--- config.mk ---
export PLATFORM = sky130hd
export DESIGN_NAME = crc_check
export DESIGN_NICKNAME = d
export VERILOG_FILES = /design/src/rtl/crc_pkg.sv /design/src/rtl/crc_step.sv /design/src/rtl/crc_check.sv
export SDC_FILE = /design/constraint.sdc
export NUM_CORES = 1
export LEC_CHECK = 0
export CORE_UTILIZATION = 50
export CTS_BUF_LIST = sky130_fd_sc_hd__clkbuf_8 sky130_fd_sc_hd__clkbuf_16
export DETAILED_ROUTE_END_ITERATION = 7
export HOLD_SLACK_MARGIN = 0.05
export PLACE_DENSITY_LB_ADDON = 0.05
export SLEW_MARGIN = 5
export SYNTH_ARGS = -nofsm -noshare
export SYNTH_HDL_FRONTEND = slang
export SYNTH_SLANG_ARGS = --single-unit
--- constraint.sdc ---
create_clock -name clk_i -period 46.1 [get_ports clk_i]
set_input_delay 13.83 -clock clk_i [delete_from_list [all_inputs] [get_ports clk_i]]
set_output_delay 13.83 -clock clk_i [all_outputs]
set_load 0.02 [all_outputs]
--- src/rtl/crc_pkg.sv ---
// rtl/crc_pkg.sv - shared CRC-8 constants, types and the one-bit update step
package crc_pkg;

  localparam int CRC_W = 8;

  typedef logic [CRC_W-1:0] crc_t;

  localparam crc_t POLY = 8'h07;
  localparam crc_t INIT = 8'h00;

  typedef enum logic [1:0] {
    IDLE,
    RUN,
    DONE
  } state_t;

  // Non-reflected shift: the bit leaving the MSB decides whether POLY is folded in.
  function automatic crc_t crcBit(input crc_t crc, input logic b, input crc_t poly = POLY);
    logic fb;
    fb = crc[CRC_W-1] ^ b;
    return (crc << 1) ^ (fb ? poly : '0);
  endfunction

endpackage

--- src/rtl/crc_step.sv ---
// rtl/crc_step.sv - combinational STEP-bit CRC update, MSB of data first
module crc_step
  import crc_pkg::*;
#(
  parameter int   STEP = 8,
  parameter crc_t POLY = crc_pkg::POLY
) (
  input  crc_t            crc,
  input  logic [STEP-1:0] data,
  output crc_t            next_crc
);

  crc_t acc;

  always_comb begin
    acc = crc;
    for (int i = STEP - 1; i >= 0; i--) begin
      acc = crcBit(acc, data[i], POLY);
    end
    next_crc = acc;
  end

endmodule

--- src/rtl/crc_check.sv ---
// rtl/crc_check.sv - iterative receive-side CRC checker returning data plus pass flag
module crc_check
  import crc_pkg::*;
#(
  parameter int   DATA_W = 128,
  parameter int   CRC_W  = crc_pkg::CRC_W,
  parameter crc_t POLY   = crc_pkg::POLY,
  parameter crc_t INIT   = crc_pkg::INIT,
  parameter int   STEP   = 8
) (
  input  logic                    clk_i,
  input  logic                    rst_i,
  input  logic                    inDataValid_i,
  input  logic [DATA_W+CRC_W-1:0] inData_i,
  output logic                    busy_o,
  output logic [DATA_W-1:0]       outData_o,
  output logic                    outValid_o,
  output logic                    crcOk_o
);

  localparam int STEPS = DATA_W / STEP;
  localparam int CNT_W = $clog2(STEPS);
  localparam logic [CNT_W-1:0] LAST = CNT_W'(STEPS - 1);

  state_t             state;
  logic [CNT_W-1:0]   count;
  logic [DATA_W-1:0]  shift_q;
  logic [DATA_W-1:0]  data_q;
  crc_t               crc_q;
  crc_t               crc_rx;
  crc_t               crc_next;

  crc_step #(
    .STEP (STEP),
    .POLY (POLY)
  ) u_step (
    .crc      (crc_q),
    .data     (shift_q[DATA_W-1 -: STEP]),
    .next_crc (crc_next)
  );

  always_ff @(posedge clk_i or posedge rst_i) begin
    if (rst_i) begin
      state      <= IDLE;
      count      <= '0;
      shift_q    <= '0;
      data_q     <= '0;
      crc_q      <= INIT;
      crc_rx     <= '0;
      busy_o     <= 1'b0;
      outData_o  <= '0;
      outValid_o <= 1'b0;
      crcOk_o    <= 1'b0;
    end else begin
      outValid_o <= 1'b0;
      case (state)
        IDLE: begin
          if (inDataValid_i) begin
            shift_q <= inData_i[DATA_W+CRC_W-1:CRC_W];
            data_q  <= inData_i[DATA_W+CRC_W-1:CRC_W];
            crc_rx  <= inData_i[CRC_W-1:0];
            crc_q   <= INIT;
            count   <= '0;
            busy_o  <= 1'b1;
            state   <= RUN;
          end
        end
        RUN: begin
          crc_q   <= crc_next;
          shift_q <= shift_q << STEP;
          count   <= count + 1'b1;
          // Final step: compare the just-computed CRC, not the stale register.
          if (count == LAST) begin
            state      <= DONE;
            outValid_o <= 1'b1;
            outData_o  <= data_q;
            crcOk_o    <= (crc_next == crc_rx);
          end
        end
        DONE: begin
          busy_o <= 1'b0;
          state  <= IDLE;
        end
        default: state <= IDLE;
      endcase
    end
  end

endmodule
==> results by group <==
STA
  • Slew HR: 22.9%
  • Max Fclk: 0.0614 GHz
  • Minimum clock period: roughly 16 ns
  • TNS Setup: 0 ns
  • Setup Skew: 0.0100 ns
  • Unrepaired setup endpoints after global routing: false
  • Pins Over Slew Limit: 0
  • Worst slew pin tran: 1.16 ns
  • Hold Fails Final Rpt: 0
  • Final Cycle Share: 35.3%
  • Final setup viols: 0

Detailed routing
  • Antenna Violating Nets Remaining: 0
  • Routed WL per cell: 18.2 um
  • Routed WL: 42,800 um
  • Via Count: between 10k and 15k
  • Vias/cell: 5.31
  • # DRC: 0
  • DR iter-0 viols: 918
  • First-pass iteration count of the detailed router: 5

Logic synthesis
  • Synth area leaders: dfrtp_1, nand2_1, mux2_2
  • Mean Syn Cell Area: 10.3 um^2
  • Largest family of logic cells by synthesized area: simple AND/OR/NAND/NOR gates
  • Yosys top cell area share: 60.1%
  • Post-Synthesis Cells: 1,652
  • Area fraction in compound gates after synthesis: 8.88%
  • Synthesized Nets: 1,792
  • Mux contribution to synthesized area: approximately 8.6%
  • Post-Synth XOR/XNOR Area: ~2.4%
  • #FFs+latches synth: 409
  • Simple-gate area share of the yosys netlist: 17.2%
  • Synth area leader: dfrtp_1
  • Sequential share of the synthesized area: between 60% and 70%
  • Adder-cell share of the synthesized area: 0.0734%
  • Synth Warn #: 0
  • Distinct cells, synth: 35
  • Synth Cell Area: 17,000 um^2

Floorplan
  • Core area: 33,500 um^2
  • Site Rows: 67
  • Die Ht: 187 um
  • Die width: 187 um
  • DIE AREA: approximately 35,000 um^2
  • Initial Util: 50.8%
  • I/O pins: 270

Placement
  • Post-DP HPWL: 26,800 um
  • Final GP Congestion: 0.801
  • I/O Buffers: between 200 and 300

Flow run
  • Max_cap viols: 0

Worst hold path
  • Worst Hold Depth: 2
  • Hold Path Class: register to register

Setup path
  • Critical-path top delay cell: buf_4
  • Max incr delay on CP: roughly 0.87 ns
  • CP arrival: 16.79 ns
  • Setup CP Type: input port to asynchronous set/reset pin
  • Total stage count of the critical path: 4
  • Crit path buf inv count: 4
  • Crit path top cell by count: buf_4
  • CP Data Required Time: between 40 and 50 ns
  • Worst reg2reg path depth: 4
  • CP Capture Type: asynchronous set/reset pin
  • CP Max Fanout: 118
  • Setup crit start kind: input port
  • CP delay by family, top: buffers and inverters
  • Critical-path cell list: clkdlybuf4s50_1, inv_8, buf_4, buf_4

Power
  • Max IR drop VDD: 0.0417 mV
  • Pwr Density: 70.7 nW/um^2
  • Static Leak: 10.0 nW

CTS
  • Sink Count: 409
  • Clock Latency Late Sink: 0.53 ns
  • Post_cts resized: 0
  • Root buf cell: clkbuf_16
  • Clock Path Buffers: 3
  • Num CTS Buffers: 44
  • H-tree depth: 2
  • CTS Hold Bufs: 0
  • TritonCTS clock tree: done
  • Setup repair bufs after CTS: 0
  • Worst-path clk slew: 0.05 ns

Layout
  • Fin util: a little under two thirds
  • Area grow syn2layout: 25.7%
  • Layout cells sized above 1: 11.7%
  • Commonest non-fill, non-tap cells in the layout: nand2_1, dfrtp_1, clkdlybuf4s50_1
  • Fin nets: between 2k and 2.5k
  • Most common cell after layout, fill and taps aside: nand2_1

Global routing
  • Largest net degree at the start of global routing: about 120
  • Remaining Overflow, GRT: 0
  • First-pass GRT wire length: 69,500 um
  • All-Layer GR Usage: 24.8%
  • Number of global-route vias before repair: 12.6k
  • Initial antenna violation count: 3

Status
  • Status: completed
## tightest hold or removal path, stage by stage (launching register included)
cell and delay (ns):
dfrtp_1 0.33, nand2_1 0.05, nand2_1 0.05
## state kept, by name (all words and copies together) (netlist names), 2 cells and up
register / flops
crc_q: 8
count: 4
data_q: 128
shift_q: 128
outData_o: 128
state: 2
crc_rx: 8
## cells in the mapped netlist
| library cell | number |
|---|---|
| buf_2 | 13 |
| xor2_1 | 6 |
| xor3_1 | 2 |
| buf_4 | 2 |
| xnor2_2 | 3 |
| buf_1 | 11 |
| mux2_2 | 128 |
| nor2_1 | 8 |
| or3_2 | 1 |
| nor2b_1 | 1 |
| nand2_1 | 554 |
| a21oi_1 | 7 |
| or3_1 | 2 |
| a211oi_1 | 1 |
| o31ai_1 | 1 |
| a22o_1 | 3 |
| xor3_2 | 1 |
| a22oi_1 | 3 |
| ha_1 | 1 |
| a31oi_1 | 116 |
| inv_1 | 8 |
| nand4_1 | 3 |
| xor2_4 | 2 |
| mux2i_1 | 2 |
| o21ai_0 | 127 |
| and2b_1 | 1 |
| nand2b_1 | 2 |
| and2_1 | 117 |
| clkbuf_1 | 88 |
| a31o_1 | 1 |
| o22ai_1 | 7 |
| xnor3_1 | 2 |
| xnor2_1 | 15 |
| nand3_1 | 4 |
| dfrtp_1 | 409 |
## layout make-up
cell class / count / area, um^2
diodes: 3 / 7.51
clock buffers: 52 / 1220
clock inverters: 26 / 189
fillers: 2793 / 12100
inverters: 8 / 40.0
multi-input cells: 1121 / 6350
flip-flops and latches: 409 / 10200
well taps: 448 / 561
repair buffers: 283 / 2800
## report_power, final
part | switching, W | internal [W]
clock | 0.000139 | 0.000204
combinational | 0.000284 | 0.000272
sequential | 0.0000967 | 0.000519
total | 0.000520 | 0.000995
## logic make-up (layout without fill, tap and decap cells)
group / after synthesis / count (layout)
XOR/XNOR: 31 / 31
multiplexers: 130 / 130
flip-flops: 409 / 409
buffers and inverters: 122 / 369
AO/OA/AOI/OAI: 266 / 266
AND/OR/NAND/NOR: 693 / 693
adder cells (fa/ha/maj): 1 / 1
other: 0 / 3
## routing by layer
layer	GRT usage [%]	part of all wire [%]	up-vias
met4	6.40	1.9	0
met2	39.0	47	267
met3	4.23	4.8	63
met1	35.8	47	6243
li1	-	-	5898
met5	0	0	-
## path summary, 6_finish.rpt
check	start	end	slack (ns)
worst max-delay path	rst_i	outData_o[73]	29.82
worst min-delay path	data_q[74]	data_q[74]	0.47
worst max register to register	state[1]	outData_o[17]	42.63
worst min register to register	data_q[74]	data_q[74]	0.47
max in group clk_i	inDataValid_i	data_q[38]	30.26
min in group asynchronous	rst_i	data_q[18]	13.84
## stage by stage
stage | cells | hold slack [ns] | power, W | worst slack [ns] | area [um^2]
after global routing | 2350 | 0.486 | 0.00161 | 29.39 | 21400
final | 2350 | 0.466 | 0.00151 | 29.82 | 21400
after global placement | 2269 | 0.452 | 0.00116 | 29.19 | 20000
after detailed placement | 2269 | 0.457 | 0.00118 | 29.16 | 20000
after floorplan | 1652 | 0.438 | 0.000961 | 20.89 | 17000
after CTS | 2347 | 0.471 | 0.00153 | 29.71 | 21400
(Power assumes the default switching activity.)
